===== src/rtl/fifo_wr_pkg.sv =====
// Shared types and helpers for the FIFO write-side burst producer.
package fifo_wr_pkg;

  typedef enum logic [1:0] {
    IDLE       = 2'd0,
    WAIT_SPACE = 2'd1,
    WRITE      = 2'd2,
    DONE       = 2'd3
  } wr_state_e;

  function automatic int depth_of(input int ptr_size);
    return 1 << (ptr_size - 1);
  endfunction

  // Callers zero-extend narrower pointers; the upper result bits stay zero.
  function automatic logic [31:0] gray2bin(input logic [31:0] gray);
    logic [31:0] bin;
    bin = gray;
    for (int i = 1; i < 32; i++) begin
      bin = bin ^ (gray >> i);
    end
    return bin;
  endfunction

endpackage


===== src/rtl/fifo_burst_writer_if.sv =====
// Burst request, upstream stream and FIFO write-port signals of the burst writer.
interface fifo_burst_writer_if #(
  parameter int PTR_SIZE = 4,
  parameter int DATA_W   = 8
);
  logic                burst_req;
  logic [PTR_SIZE-1:0] burst_len;
  logic                burst_ack;
  logic                burst_done;
  logic                burst_err;
  logic                s_valid;
  logic [DATA_W-1:0]   s_data;
  logic                s_ready;
  logic [PTR_SIZE-1:0] gray_wr_ptr;
  logic [PTR_SIZE-1:0] rd_gray_ptr;
  logic                wfull;
  logic                winc;
  logic [DATA_W-1:0]   wdata;

  modport slave (
    input  burst_req, burst_len, s_valid, s_data, gray_wr_ptr, rd_gray_ptr, wfull,
    output burst_ack, burst_done, burst_err, s_ready, winc, wdata
  );

  modport master (
    output burst_req, burst_len, s_valid, s_data, gray_wr_ptr, rd_gray_ptr, wfull,
    input  burst_ack, burst_done, burst_err, s_ready, winc, wdata
  );
endinterface


===== src/rtl/fifo_rptr_sync.sv =====
// Two-flop synchroniser for a gray-coded FIFO pointer, presented as binary.
module fifo_rptr_sync
  import fifo_wr_pkg::*;
#(
  parameter int PTR_SIZE = 4
) (
  input  logic                clk,
  input  logic                rst_n,
  input  logic [PTR_SIZE-1:0] gray_i,
  output logic [PTR_SIZE-1:0] bin_o
);
  logic [PTR_SIZE-1:0] wq1_q;
  logic [PTR_SIZE-1:0] wq2_q;

  always_ff @(posedge clk or negedge rst_n) begin
    if (!rst_n) begin
      wq1_q <= '0;
      wq2_q <= '0;
    end else begin
      wq1_q <= gray_i;
      wq2_q <= wq1_q;
    end
  end

  assign bin_o = PTR_SIZE'(gray2bin(32'(wq2_q)));
endmodule


===== src/rtl/fifo_burst_writer.sv =====
// Drives the async FIFO write port in unsplit bursts once the whole burst fits.
// Define FIFO_WR_LEVEL_EN to add the registered wlevel / walmost_full outputs.
module fifo_burst_writer
  import fifo_wr_pkg::*;
#(
  parameter int PTR_SIZE = 4,
  parameter int DATA_W   = 8
) (
  input  logic                 wclk,
  input  logic                 wrst_n,
  fifo_burst_writer_if.slave   bus
`ifdef FIFO_WR_LEVEL_EN
  ,
  output logic [PTR_SIZE-1:0]  wlevel,
  output logic                 walmost_full
`endif
);
  localparam logic [PTR_SIZE-1:0] DEPTH = PTR_SIZE'(depth_of(PTR_SIZE));

  wr_state_e           state_q, state_d;
  logic [PTR_SIZE-1:0] remaining_q, remaining_d;
  logic [PTR_SIZE-1:0] rbin, wbin, used, free;
  logic                write_fire;

  fifo_rptr_sync #(.PTR_SIZE(PTR_SIZE)) u_rptr_sync (
    .clk    (wclk),
    .rst_n  (wrst_n),
    .gray_i (bus.rd_gray_ptr),
    .bin_o  (rbin)
  );

  assign wbin = PTR_SIZE'(gray2bin(32'(bus.gray_wr_ptr)));
  assign used = wbin - rbin;
  assign free = DEPTH - used;

  always_ff @(posedge wclk or negedge wrst_n) begin
    if (!wrst_n) begin
      state_q     <= IDLE;
      remaining_q <= '0;
    end else begin
      state_q     <= state_d;
      remaining_q <= remaining_d;
    end
  end

  assign write_fire = (state_q == WRITE) && bus.s_valid && !bus.wfull;

  // Request strobes are qualified with wrst_n so nothing pulses while reset is held.
  always_comb begin
    state_d        = state_q;
    remaining_d    = remaining_q;
    bus.burst_ack  = 1'b0;
    bus.burst_err  = 1'b0;
    bus.burst_done = 1'b0;
    unique case (state_q)
      IDLE: begin
        if (bus.burst_req && wrst_n) begin
          if (bus.burst_len == '0) begin
            bus.burst_ack = 1'b1;
            state_d       = DONE;
          end else if (bus.burst_len > DEPTH) begin
            bus.burst_err = 1'b1;
          end else begin
            bus.burst_ack = 1'b1;
            remaining_d   = bus.burst_len;
            state_d       = WAIT_SPACE;
          end
        end
      end
      WAIT_SPACE: begin
        if (free >= remaining_q) begin
          state_d = WRITE;
        end
      end
      WRITE: begin
        if (write_fire) begin
          remaining_d = remaining_q - PTR_SIZE'(1);
          if (remaining_q == PTR_SIZE'(1)) begin
            state_d = DONE;
          end
        end
      end
      DONE: begin
        bus.burst_done = 1'b1;
        state_d        = IDLE;
      end
      default: state_d = IDLE;
    endcase
  end

  assign bus.winc    = write_fire;
  assign bus.s_ready = write_fire;
  assign bus.wdata   = DATA_W'(bus.s_data);

`ifdef FIFO_WR_LEVEL_EN
  logic [PTR_SIZE-1:0] wlevel_q;
  logic                walmost_full_q;

  always_ff @(posedge wclk or negedge wrst_n) begin
    if (!wrst_n) begin
      wlevel_q       <= '0;
      walmost_full_q <= 1'b0;
    end else begin
      wlevel_q       <= used;
      walmost_full_q <= (used >= (DEPTH - PTR_SIZE'(2)));
    end
  end

  assign wlevel       = wlevel_q;
  assign walmost_full = walmost_full_q;
`endif
endmodule


===== src/flat_wrapper.sv =====
// flat-port wrapper written by rule: the top's interface ports become plain ports
module fifo_burst_writer_flat import fifo_wr_pkg::*;
#(
  parameter int PTR_SIZE = 4,
  parameter int DATA_W   = 8
)
  (wclk, wrst_n, bus_burst_req, bus_burst_len, bus_s_valid, bus_s_data, bus_gray_wr_ptr, bus_rd_gray_ptr, bus_wfull, bus_burst_ack, bus_burst_done, bus_burst_err, bus_s_ready, bus_winc, bus_wdata);
  fifo_burst_writer_if #(.PTR_SIZE(PTR_SIZE), .DATA_W(DATA_W)) bus_i ();
  input  logic wclk;
  input  logic wrst_n;
  input wire logic [$bits(bus_i.burst_req)-1:0] bus_burst_req;
  input wire logic [$bits(bus_i.burst_len)-1:0] bus_burst_len;
  input wire logic [$bits(bus_i.s_valid)-1:0] bus_s_valid;
  input wire logic [$bits(bus_i.s_data)-1:0] bus_s_data;
  input wire logic [$bits(bus_i.gray_wr_ptr)-1:0] bus_gray_wr_ptr;
  input wire logic [$bits(bus_i.rd_gray_ptr)-1:0] bus_rd_gray_ptr;
  input wire logic [$bits(bus_i.wfull)-1:0] bus_wfull;
  output wire logic [$bits(bus_i.burst_ack)-1:0] bus_burst_ack;
  output wire logic [$bits(bus_i.burst_done)-1:0] bus_burst_done;
  output wire logic [$bits(bus_i.burst_err)-1:0] bus_burst_err;
  output wire logic [$bits(bus_i.s_ready)-1:0] bus_s_ready;
  output wire logic [$bits(bus_i.winc)-1:0] bus_winc;
  output wire logic [$bits(bus_i.wdata)-1:0] bus_wdata;
  assign bus_i.burst_req = bus_burst_req;
  assign bus_i.burst_len = bus_burst_len;
  assign bus_i.s_valid = bus_s_valid;
  assign bus_i.s_data = bus_s_data;
  assign bus_i.gray_wr_ptr = bus_gray_wr_ptr;
  assign bus_i.rd_gray_ptr = bus_rd_gray_ptr;
  assign bus_i.wfull = bus_wfull;
  assign bus_burst_ack = bus_i.burst_ack;
  assign bus_burst_done = bus_i.burst_done;
  assign bus_burst_err = bus_i.burst_err;
  assign bus_s_ready = bus_i.s_ready;
  assign bus_winc = bus_i.winc;
  assign bus_wdata = bus_i.wdata;
  fifo_burst_writer #(.PTR_SIZE(PTR_SIZE), .DATA_W(DATA_W)) u_core (.wclk(wclk), .wrst_n(wrst_n), .bus(bus_i));
endmodule

===== config.mk =====
export PLATFORM = sky130hd
export DESIGN_NAME = fifo_burst_writer_flat
export DESIGN_NICKNAME = d
export VERILOG_FILES = /design/src/rtl/fifo_wr_pkg.sv /design/src/rtl/fifo_burst_writer_if.sv /design/src/rtl/fifo_rptr_sync.sv /design/src/rtl/fifo_burst_writer.sv /design/src/flat_wrapper.sv
export SDC_FILE = /design/constraint.sdc
export NUM_CORES = 1
export LEC_CHECK = 0
export ABC_CLOCK_PERIOD_IN_PS = 3600
export CAP_MARGIN = 5
export CORE_ASPECT_RATIO = 1.1
export CORE_MARGIN = 2
export CORE_UTILIZATION = 40
export CTS_CLUSTER_DIAMETER = 120
export DETAILED_ROUTE_END_ITERATION = 10
export PLACE_DENSITY = 0.74
export SYNTH_ARGS = -nofsm -noshare
export SYNTH_HDL_FRONTEND = slang
export SYNTH_SLANG_ARGS = --single-unit

===== constraint.sdc =====
create_clock -name wclk -period 3.6 [get_ports wclk]
set_input_delay 0.54 -clock wclk [delete_from_list [all_inputs] [get_ports wclk]]
set_output_delay 0.54 -clock wclk [all_outputs]
set_load 0.1 [all_outputs]

==> results of run 1 <==
==> logic make-up (layout without fill, tap and decap cells) <==
group	after synthesis	count (layout)	synth area share
simple gates	21	21	0.127
xor+xnor	9	9	0.0779
flops	14	14	0.346
compound gates	17	17	0.126
fa+ha+maj	15	15	0.193
buf+inv	18	37	0.100
mux	3	3	0.0297
==> registers in the layout, indices dropped and copies added, names as in the netlist <==
| name | count |
|---|---|
| u_core.remaining_q | 4 |
| u_core.u_rptr_sync.wq1_q | 4 |
| u_core.u_rptr_sync.wq2_q | 4 |
| u_core.state_q | 2 |
==> repair_timing <==
| action | CTS | global route |
|---|---|---|
| setup endpoints to repair | 2 | 2 |
| gates cloned | 0 | 0 |
| pin swaps | 0 | 2 |
| hold endpoints to repair | 0 | 0 |
| gates resized for setup | 5 | 3 |
| setup buffers | 0 | 1 |
==> final timing paths <==
| check | depth (start not counted) | start | slack, ps | to |
|---|---|---|---|---|
| setup / recovery | 15 | bus_gray_wr_ptr[2] | 150 | u_core.state_q[0] |
| hold / removal | 0 | u_core.u_rptr_sync.wq1_q[3] | 350 | u_core.u_rptr_sync.wq2_q[3] |
| setup reg to reg | 14 | u_core.u_rptr_sync.wq2_q[3] | 400 | u_core.state_q[0] |
| hold reg to reg | 0 | u_core.u_rptr_sync.wq1_q[3] | 350 | u_core.u_rptr_sync.wq2_q[3] |
| max in group asynchronous | 2 | wrst_n | 2850 | u_core.u_rptr_sync.wq2_q[2] |
| min in group asynchronous | 2 | wrst_n | 550 | u_core.state_q[0] |
==> metal layers <==
metal,GRT usage,share of wire,up-vias
met5,0,0,-
li1,-,-,368
met4,0.0940,0.029,0
met2,0.242,0.49,23
met3,0.0106,0.048,6
met1,0.180,0.44,332
==> per-stage QoR <==
step	cell area [um^2]	total power, mW	utilization	cells	TNS [ps]
after floorplan	1020	0.683	-	97	0
after global placement	1210	0.739	0.493	142	-604
after detailed placement	1210	0.756	0.493	142	-982
after CTS	1280	0.917	0.521	146	0
after global routing	1310	1.03	0.534	147	0
final	1310	0.940	0.534	147	0
==> Yosys cell counts <==
cell type	n
dfrtp_1	14
ha_1	14
buf_4	9
inv_1	8
o21ai_0	7
nand2_1	5
xnor2_1	5
xor2_1	4
mux2i_1	3
nor4_1	3
or2_2	3
a221oi_2	2
nand2b_1	2
o31a_1	2
o31ai_1	2
a2111oi_0	1
a21oi_1	1
a41oi_1	1
and2_1	1
and4_2	1
buf_1	1
fa_1	1
nor2b_1	1
nor3_1	1
nor3b_1	1
nor4b_1	1
o21a_1	1
or2_4	1
or4_1	1
==> power by group <==
group          switching [mW]  internal (mW)
Combinational           0.325          0.269
Sequential             0.0341          0.198
Clock                  0.0531         0.0615
==> cell type report <==
cell class | count | area (um^2)
Multi-Input combinational cell | 65 | 622
Timing Repair Buffer | 25 | 230
Clock buffer | 4 | 36.3
Fill cell | 214 | 1140
Sequential cell | 14 | 350
Inverter | 8 | 30.0
Tap cell | 31 | 38.8
==> flow_summary.toml, run 1 <==
[status]
status = "complete, no violations"

[sta]
setup_viol = 0
finalCritPeriodShare = 0.959
slew_viol_final = 0
tightest_slew_ps = 970
period_minus_slack_ps = 3450
rsz0062_at_grt = "no"
skew_ps = 19.7
setup_ws_ps = 148
fmax_ghz = 0.290
final_hold_viol_count = 0
fin_hold_ws_ps = 351
relSlewSlack = 0.351

[placement]
post-place-ws_ps = -494
dp_hpwl_um = 1400
gp_congestion = 0.760
port_buffers = 21

[setup_path]
cp_slowest_cell = "or4_1"
endpoint_kind = "flop"
cpPeakStageDelay_ps = 480
cp_top_family = "XOR/XNOR gates"
start_kind = "input pin"
critical_path.max_fanout = 2
critical_path_class = "in -> reg"
cp_num_buf_inv = 2
arrival_ps = 3640
crit_chain = "clkdlybuf4s50_1, xnor2_2, xor2_2, xnor2_1, ha_1, inv_1, ha_1, fa_1, xnor2_1, xnor2_1, ha_1, nand2b_4, a2111oi_4, or4_1, o21a_1"
crit_required_ps = 3790

[global_route]
grt_pass1_vias = 744
grt-ovfl-total = 0
grt_max_degree = 17
antenna_found_initial = 0
grt_pass1_wl_um = 3220
grtUsageTotal = 0.147

[clocking]
cts_tree = "yes"
cts_max_path_buffers = 2
ctsHtreeMaxLevel = 1
cts.sinks = 14
clkTransAtPathRegs_ps = 100
cts-root-buf = "clkbuf_4"
postCtsHoldBufs = 0
clock_latency_ps = 290
cts_buffers = 3

[worst_hold_path]
hp-class = "reg -> reg"

[logic_synthesis]
yosysWarningCount = 0
netlist.area_leader.share = 0.346
netlist_instances = 97
synth_cell_types = 29
yosys-top-cells-area = "dfrtp_1 35%, ha_1 17%, buf_4 6.7%"
synth_seq_cells = 14
synth_area_mm2 = 0.00101
synth_nets = 137
synth_largest_area_cell = "dfrtp_1"
synth_seq_area_share = 0.346
synth.avg_cell_area_um2 = 10.4

[final_layout]
layout_common_cells = "17 x clkdlybuf4s50_1, 14 x ha_1, 14 x dfrtp_1"
final_common_cell = "clkdlybuf4s50_1"
nNetsFinal = 157
syn_to_final_growth_pct = 29.2
drive_gt1_frac = 0.216
antennaDiodeCount = 0

[floorplanning]
die_h_um = 56.8
die_width_um = 52.0
io_pins = 38
design.core.area_mm2 = 0.00245
rows = 19
start_util = 0.413
fp.dieArea_mm2 = 0.00295

[detailed_routing]
wire_per_inst_um = 12.2
vias_per_cell = 4.96
vias = 729
drt_iter0_markers = 19
drt_pass1_iterations = 4
drc = 0
wirelength_um = 1800
final_antenna_net_count = 0

[power]
powerDensity_mw_per_mm2 = 719
ir_worst_vdd_v = 0.000371
leakage_nw = 0.573

[job]
cap_violations = 0
(Power assumes the default switching activity.)
==> run 2: changes to the inputs <==
--- a/config.mk
+++ b/config.mk
@@ -8,11 +8,13 @@
 export ABC_CLOCK_PERIOD_IN_PS = 3600
 export CAP_MARGIN = 5
 export CORE_ASPECT_RATIO = 1.1
-export CORE_MARGIN = 2
+export CORE_MARGIN = 3
 export CORE_UTILIZATION = 40
 export CTS_CLUSTER_DIAMETER = 120
+export CTS_CLUSTER_SIZE = 30
 export DETAILED_ROUTE_END_ITERATION = 10
 export PLACE_DENSITY = 0.74
 export SYNTH_ARGS = -nofsm -noshare
 export SYNTH_HDL_FRONTEND = slang
 export SYNTH_SLANG_ARGS = --single-unit
+export TNS_END_PERCENT = 100
==> flow_summary.toml, run 2 (synthesis gave the netlist of run 1 again) <==
[final_layout]
final_common_cell = "clkdlybuf4s50_1"
multi_input_area_um2 = 622
nNetsFinal = 157
num-fill-cells = 202
largestRegisters = "u_core.remaining_q (4), u_core.u_rptr_sync.wq1_q (4), u_core.u_rptr_sync.wq2_q (4)"
layout_common_cells = "17 x clkdlybuf4s50_1, 14 x ha_1, 14 x dfrtp_1"
syn_to_final_growth_pct = 29.0
antennaDiodeCount = 0
instances_no_fill = 146
drive_gt1_frac = 0.216
seqCellArea_um2 = 350

[floorplanning]
rows = 18
die_h_um = 58.8
design.core.area_mm2 = 0.00232
start_util = 0.436
io_pins = 38
die_width_um = 54.0
fp.dieArea_mm2 = 0.00317

[detailed_routing]
wirelength_um = 1810
drt_iter0_markers = 22
vias = 730
wl_met2_um = 929
wl_met3_um = 51
drc = 0
final_antenna_net_count = 0
highest_layer = "met4"
vias_per_cell = 5.00
wl_met1_um = 775
drt_pass1_iterations = 4
wire_per_inst_um = 12.4

[setup_path]
critical_path.max_fanout = 2
arrival_ps = 3600
endpoint_kind = "flop"
critical_path_class = "in -> reg"
crit_required_ps = 3780
start_kind = "input pin"

[job]
cap_violations = 0

[sta]
skew_ps = 8.97
finalCritPeriodShare = 0.949
period_minus_slack_ps = 3420
slew_viol_final = 0
rsz0062_at_grt = "no"
setup_viol = 0
fmax_ghz = 0.293
relSlewSlack = 0.357
final_hold_viol_count = 0
fin_setup_tns_ps = 0
tightest_slew_ps = 961

[status]
status = "complete, no violations"

[placement]
port_buffers = 21
place_inst = 141
gp_congestion = 0.729
dp_hpwl_um = 1430

[clocking]
ctsHtreeMaxLevel = 1
postCtsHoldBufs = 0
clkTransAtPathRegs_ps = 90
clock_latency_ps = 280
cts_max_path_buffers = 2
cts_tree = "yes"
cts-root-buf = "clkbuf_4"
cts_buffers = 3
cts.sinks = 14

[global_route]
antenna_found_initial = 0
grt_pass1_wl_um = 2980
grt-ovfl-total = 0
grt_pass1_vias = 703
grtUsageTotal = 0.132
grt_max_degree = 17

[worst_hold_path]
hp-class = "reg -> reg"

[power]
powerDensity_mw_per_mm2 = 717
power.total_mw = 0.937
leakage_nw = 0.573
ir_worst_vdd_v = 0.000360
-- run 2: cell counts in the layout (fill, tap and decap cells not counted) --
No cell type changed its count.
-- run 2: area by class of cell --
| type | instances | area share |
|---|---|---|
| Multi-Input combinational cell | 65 | 0.476 |
| Sequential cell | 14 | 0.268 |
| Timing Repair Buffer | 25 | 0.176 |
| Tap cell | 30 | 0.0287 |
| Clock buffer | 4 | 0.0278 |
| Inverter | 8 | 0.0230 |
-- run 2: power by group --
part | total [mW] | switching (mW) | internal, mW
Sequential | 0.233 | 0.0351 | 0.198
Clock | 0.113 | 0.0514 | 0.0615
Combinational | 0.591 | 0.322 | 0.268
Total | 0.937 | 0.409 | 0.528
-- run 2: per-stage QoR --
stage	setup slack (ps)	area, um^2	utilization	hold slack, ps
after floorplan	302	1020	-	244
after global placement	-388	1210	0.520	334
after detailed placement	-567	1210	0.520	335
after CTS	20.1	1270	0.550	351
after global routing	16.0	1310	0.563	360
final	183	1310	0.563	342
-- run 2: per-layer routing --
| layer | vias up | GRT usage |
|---|---|---|
| li1 | 368 | - |
| met1 | 347 | 0.148 |
| met2 | 11 | 0.223 |
| met3 | 4 | 0.0101 |
| met4 | 0 | 0.102 |
| met5 | - | 0 |
-- run 2: critical path: stages --
cell and delay [ps]:
clkdlybuf4s50_1 460, xnor2_2 230, xor2_2 210, xnor2_1 140
ha_1 160, inv_1 40, ha_1 180, fa_1 370
xnor2_1 190, xnor2_1 150, ha_1 170, nand2b_4 130
a2111oi_4 50, or4_1 470, o21a_1 110
-- run 2: worst paths after layout --
| kind | from | endpoint | slack, ps | cells past startpoint |
|---|---|---|---|---|
| setup reg to reg | u_core.u_rptr_sync.wq2_q[3] | u_core.state_q[0] | 450 | 14 |
| hold reg to reg | u_core.u_rptr_sync.wq1_q[2] | u_core.u_rptr_sync.wq2_q[2] | 340 | 0 |
| hold / removal | u_core.u_rptr_sync.wq1_q[2] | u_core.u_rptr_sync.wq2_q[2] | 340 | 0 |
| setup / recovery | bus_gray_wr_ptr[3] | u_core.state_q[0] | 180 | 15 |
| min in group asynchronous | wrst_n | u_core.remaining_q[1] | 560 | 2 |
| max in group asynchronous | wrst_n | u_core.u_rptr_sync.wq2_q[1] | 2860 | 2 |
-- run 2: what timing repair did --
item                       in CTS  in global routing
setup buffers                   0                  1
setup endpoints to repair       2                  2
pin swaps                       0                  2
gates resized for setup         5                  3
==> run 3: changes to the inputs <==
--- a/config.mk
+++ b/config.mk
@@ -5,6 +5,7 @@
 export SDC_FILE = /design/constraint.sdc
 export NUM_CORES = 1
 export LEC_CHECK = 0
+export ABC_AREA = 1
 export ABC_CLOCK_PERIOD_IN_PS = 3600
 export CAP_MARGIN = 5
 export CORE_ASPECT_RATIO = 1.1
@@ -13,7 +14,7 @@
 export CTS_CLUSTER_DIAMETER = 120
 export CTS_CLUSTER_SIZE = 30
 export DETAILED_ROUTE_END_ITERATION = 10
-export PLACE_DENSITY = 0.74
+export DONT_BUFFER_PORTS = 1
 export SYNTH_ARGS = -nofsm -noshare
 export SYNTH_HDL_FRONTEND = slang
 export SYNTH_SLANG_ARGS = --single-unit
==> flow_summary.toml, run 3 <==
[status]
status = "complete, no violations"

[logic_synthesis]
synth_common_cells = "31 x nand2_1, 14 x dfrtp_1, 14 x ha_1, 14 x inv_1, 9 x buf_4"
ys.flop_type = "dfrtp_1"
synth-edff-count = 0
asyncSetResetFlopFracSynth = 1.00
yosysWarningCount = 0
synth.avg_cell_area_um2 = 8.54
synth_nets = 166
synth.most_common_cell = "nand2_1"
netlist.area_leader.share = 0.326
synth_seq_cells = 14
netlist_instances = 126
synth_largest_area_cell = "dfrtp_1"
synth_area_mm2 = 0.00108
synth_seq_area_share = 0.326
yosys-top-cells-area = "dfrtp_1 33%, ha_1 16%, nand2_1 11%"
synth_cell_types = 25

[detailed_routing]
drt_pass1_iterations = 4
wirelength_um = 1730
wire_per_inst_um = 11.1
vias = 740
wl_met2_um = 826
highest_layer = "met4"
drt_iter0_markers = 14
wl_met3_um = 105
final_antenna_net_count = 0
drc = 0
vias_per_cell = 4.77
wl_met1_um = 740

[floorplanning]
design.core.area_mm2 = 0.00254
die_h_um = 60.4
fp.dieArea_mm2 = 0.00335
rows = 19
io_pins = 38
die_width_um = 55.5
start_util = 0.423

[sta]
setup_viol = 0
slew_viol_final = 0
fin_hold_ws_ps = 286
tightest_slew_ps = 962
final_hold_viol_count = 0
period_minus_slack_ps = 2930
finalCritPeriodShare = 0.813
fin_setup_tns_ps = 0
rsz0062_at_grt = "no"
fmax_ghz = 0.342
skew_ps = 5.70
setup_ws_ps = 673
relSlewSlack = 0.360

[global_route]
grt_pass1_wl_um = 2820
grt_max_degree = 15
grt_pass1_vias = 682
grt-ovfl-total = 0
antenna_found_initial = 0
grtUsageTotal = 0.112

[final_layout]
post-route-util = 0.446
drive_gt1_frac = 0.177
instances_no_fill = 155
layout_common_cells = "31 x nand2_1, 14 x ha_1, 14 x dfrtp_1"
final_common_cell = "nand2_1"
syn_to_final_growth_pct = 5.35
nNetsFinal = 165
final_cell_area_mm2 = 0.00113
antennaDiodeCount = 0
largestRegisters = "u_core.remaining_q (4), u_core.u_rptr_sync.wq1_q (4), u_core.u_rptr_sync.wq2_q (4)"

[placement]
place_inst = 150
port_buffers = 0
dp_hpwl_um = 1360
post-place-ws_ps = 605
gp_congestion = 0.810
placed_cell_area_mm2 = 0.00109

[power]
p_switching_mw = 0.401
combPwrFrac = 0.593
switching_share = 0.477
powerDensity_mw_per_mm2 = 743
ir_worst_vdd_v = 0.000413
clkPwrFrac = 0.133
p_int_mw = 0.441
pwr-share-seq = 0.273
power.total_mw = 0.842
leakage_nw = 0.585

[clocking]
cts_tree = "yes"
cts_max_path_buffers = 2
clkTransAtPathRegs_ps = 90
post_cts_buffers = 0
cts_buffers = 3
ctsHtreeMaxLevel = 1
cts-root-buf = "clkbuf_4"
clock_latency_ps = 280
cts.sinks = 14

[setup_path]
start_kind = "flop"
arrival_ps = 3150
critical_path_class = "reg -> reg"
crit_required_ps = 3820
endpoint_kind = "flop"
critical_path.max_fanout = 3

[worst_hold_path]
hp-class = "in -> reg"

[job]
cap_violations = 0
[run 3: cell count changes after synthesis, sizes merged, moves of 4 or more]
cell and change:
inv +10, nand2 +28, nand3 +5, nand4 +4
[run 3: final cells by class]
class,instances,area [um^2]
fillers,245,1410
multi-input cells,82,586
flip-flops and latches,14,350
inverters,21,80.1
repair buffers,3,42.5
well taps,31,38.8
clock buffers,4,36.3
[run 3: worst paths after layout]
check	start	end	slack [ps]	cells past startpoint
setup / recovery	u_core.u_rptr_sync.wq2_q[3]	u_core.state_q[1]	670	16
hold / removal	bus_rd_gray_ptr[3]	u_core.u_rptr_sync.wq1_q[3]	290	0
setup reg to reg	u_core.u_rptr_sync.wq2_q[3]	u_core.state_q[1]	670	16
hold reg to reg	u_core.u_rptr_sync.wq1_q[2]	u_core.u_rptr_sync.wq2_q[2]	350	0
max in group asynchronous	wrst_n	u_core.u_rptr_sync.wq2_q[3]	2490	1
min in group asynchronous	wrst_n	u_core.remaining_q[1]	700	1
[run 3: critical path, cell delays in order, from the launching register on]
cell and delay, ps:
dfrtp_1 430, xor2_2 250, xnor2_1 140, inv_1 60
ha_1 270, ha_1 220, fa_1 370, xor2_1 180
xnor2_1 140, ha_1 310, nand2_1 70, nand2_1 40
nor2_1 80, nand2_1 90, nand3_1 90, nand2_1 60
nand2_1 60
[run 3: repair_timing]
item / in CTS / in global routing
hold buffers: 1 / 0
endpoints found under the setup margin: 0 / 0
hold endpoints to repair: 14 / 0
gates resized for setup: 0 / 0
[run 3: power groups by stage]
stage,clock network (mW),logic (mW),registers (mW)
6_report,0.112,0.500,0.230
5_1_grt,0.120,0.575,0.235
4_1_cts,0.116,0.508,0.229
3_5_place_dp,0,0.499,0.233
3_3_place_gp,0,0.483,0.232
2_1_floorplan,0,0.463,0.224
[run 3: kinds of logic after synthesis]
family / share of synthesized area
adder cells (fa/ha/maj): 0.181
AND/OR/NAND/NOR: 0.201
buffers and inverters: 0.137
XOR/XNOR: 0.104
AO/OA/AOI/OAI: 0.0512
flip-flops: 0.326
[run 3: routing by layer]
metal / up-vias / global-route usage
met2: 24 / 0.191
li1: 378 / -
met1: 334 / 0.119
met5: - / 0
met3: 4 / 0.0255
met4: 0 / 0.0972
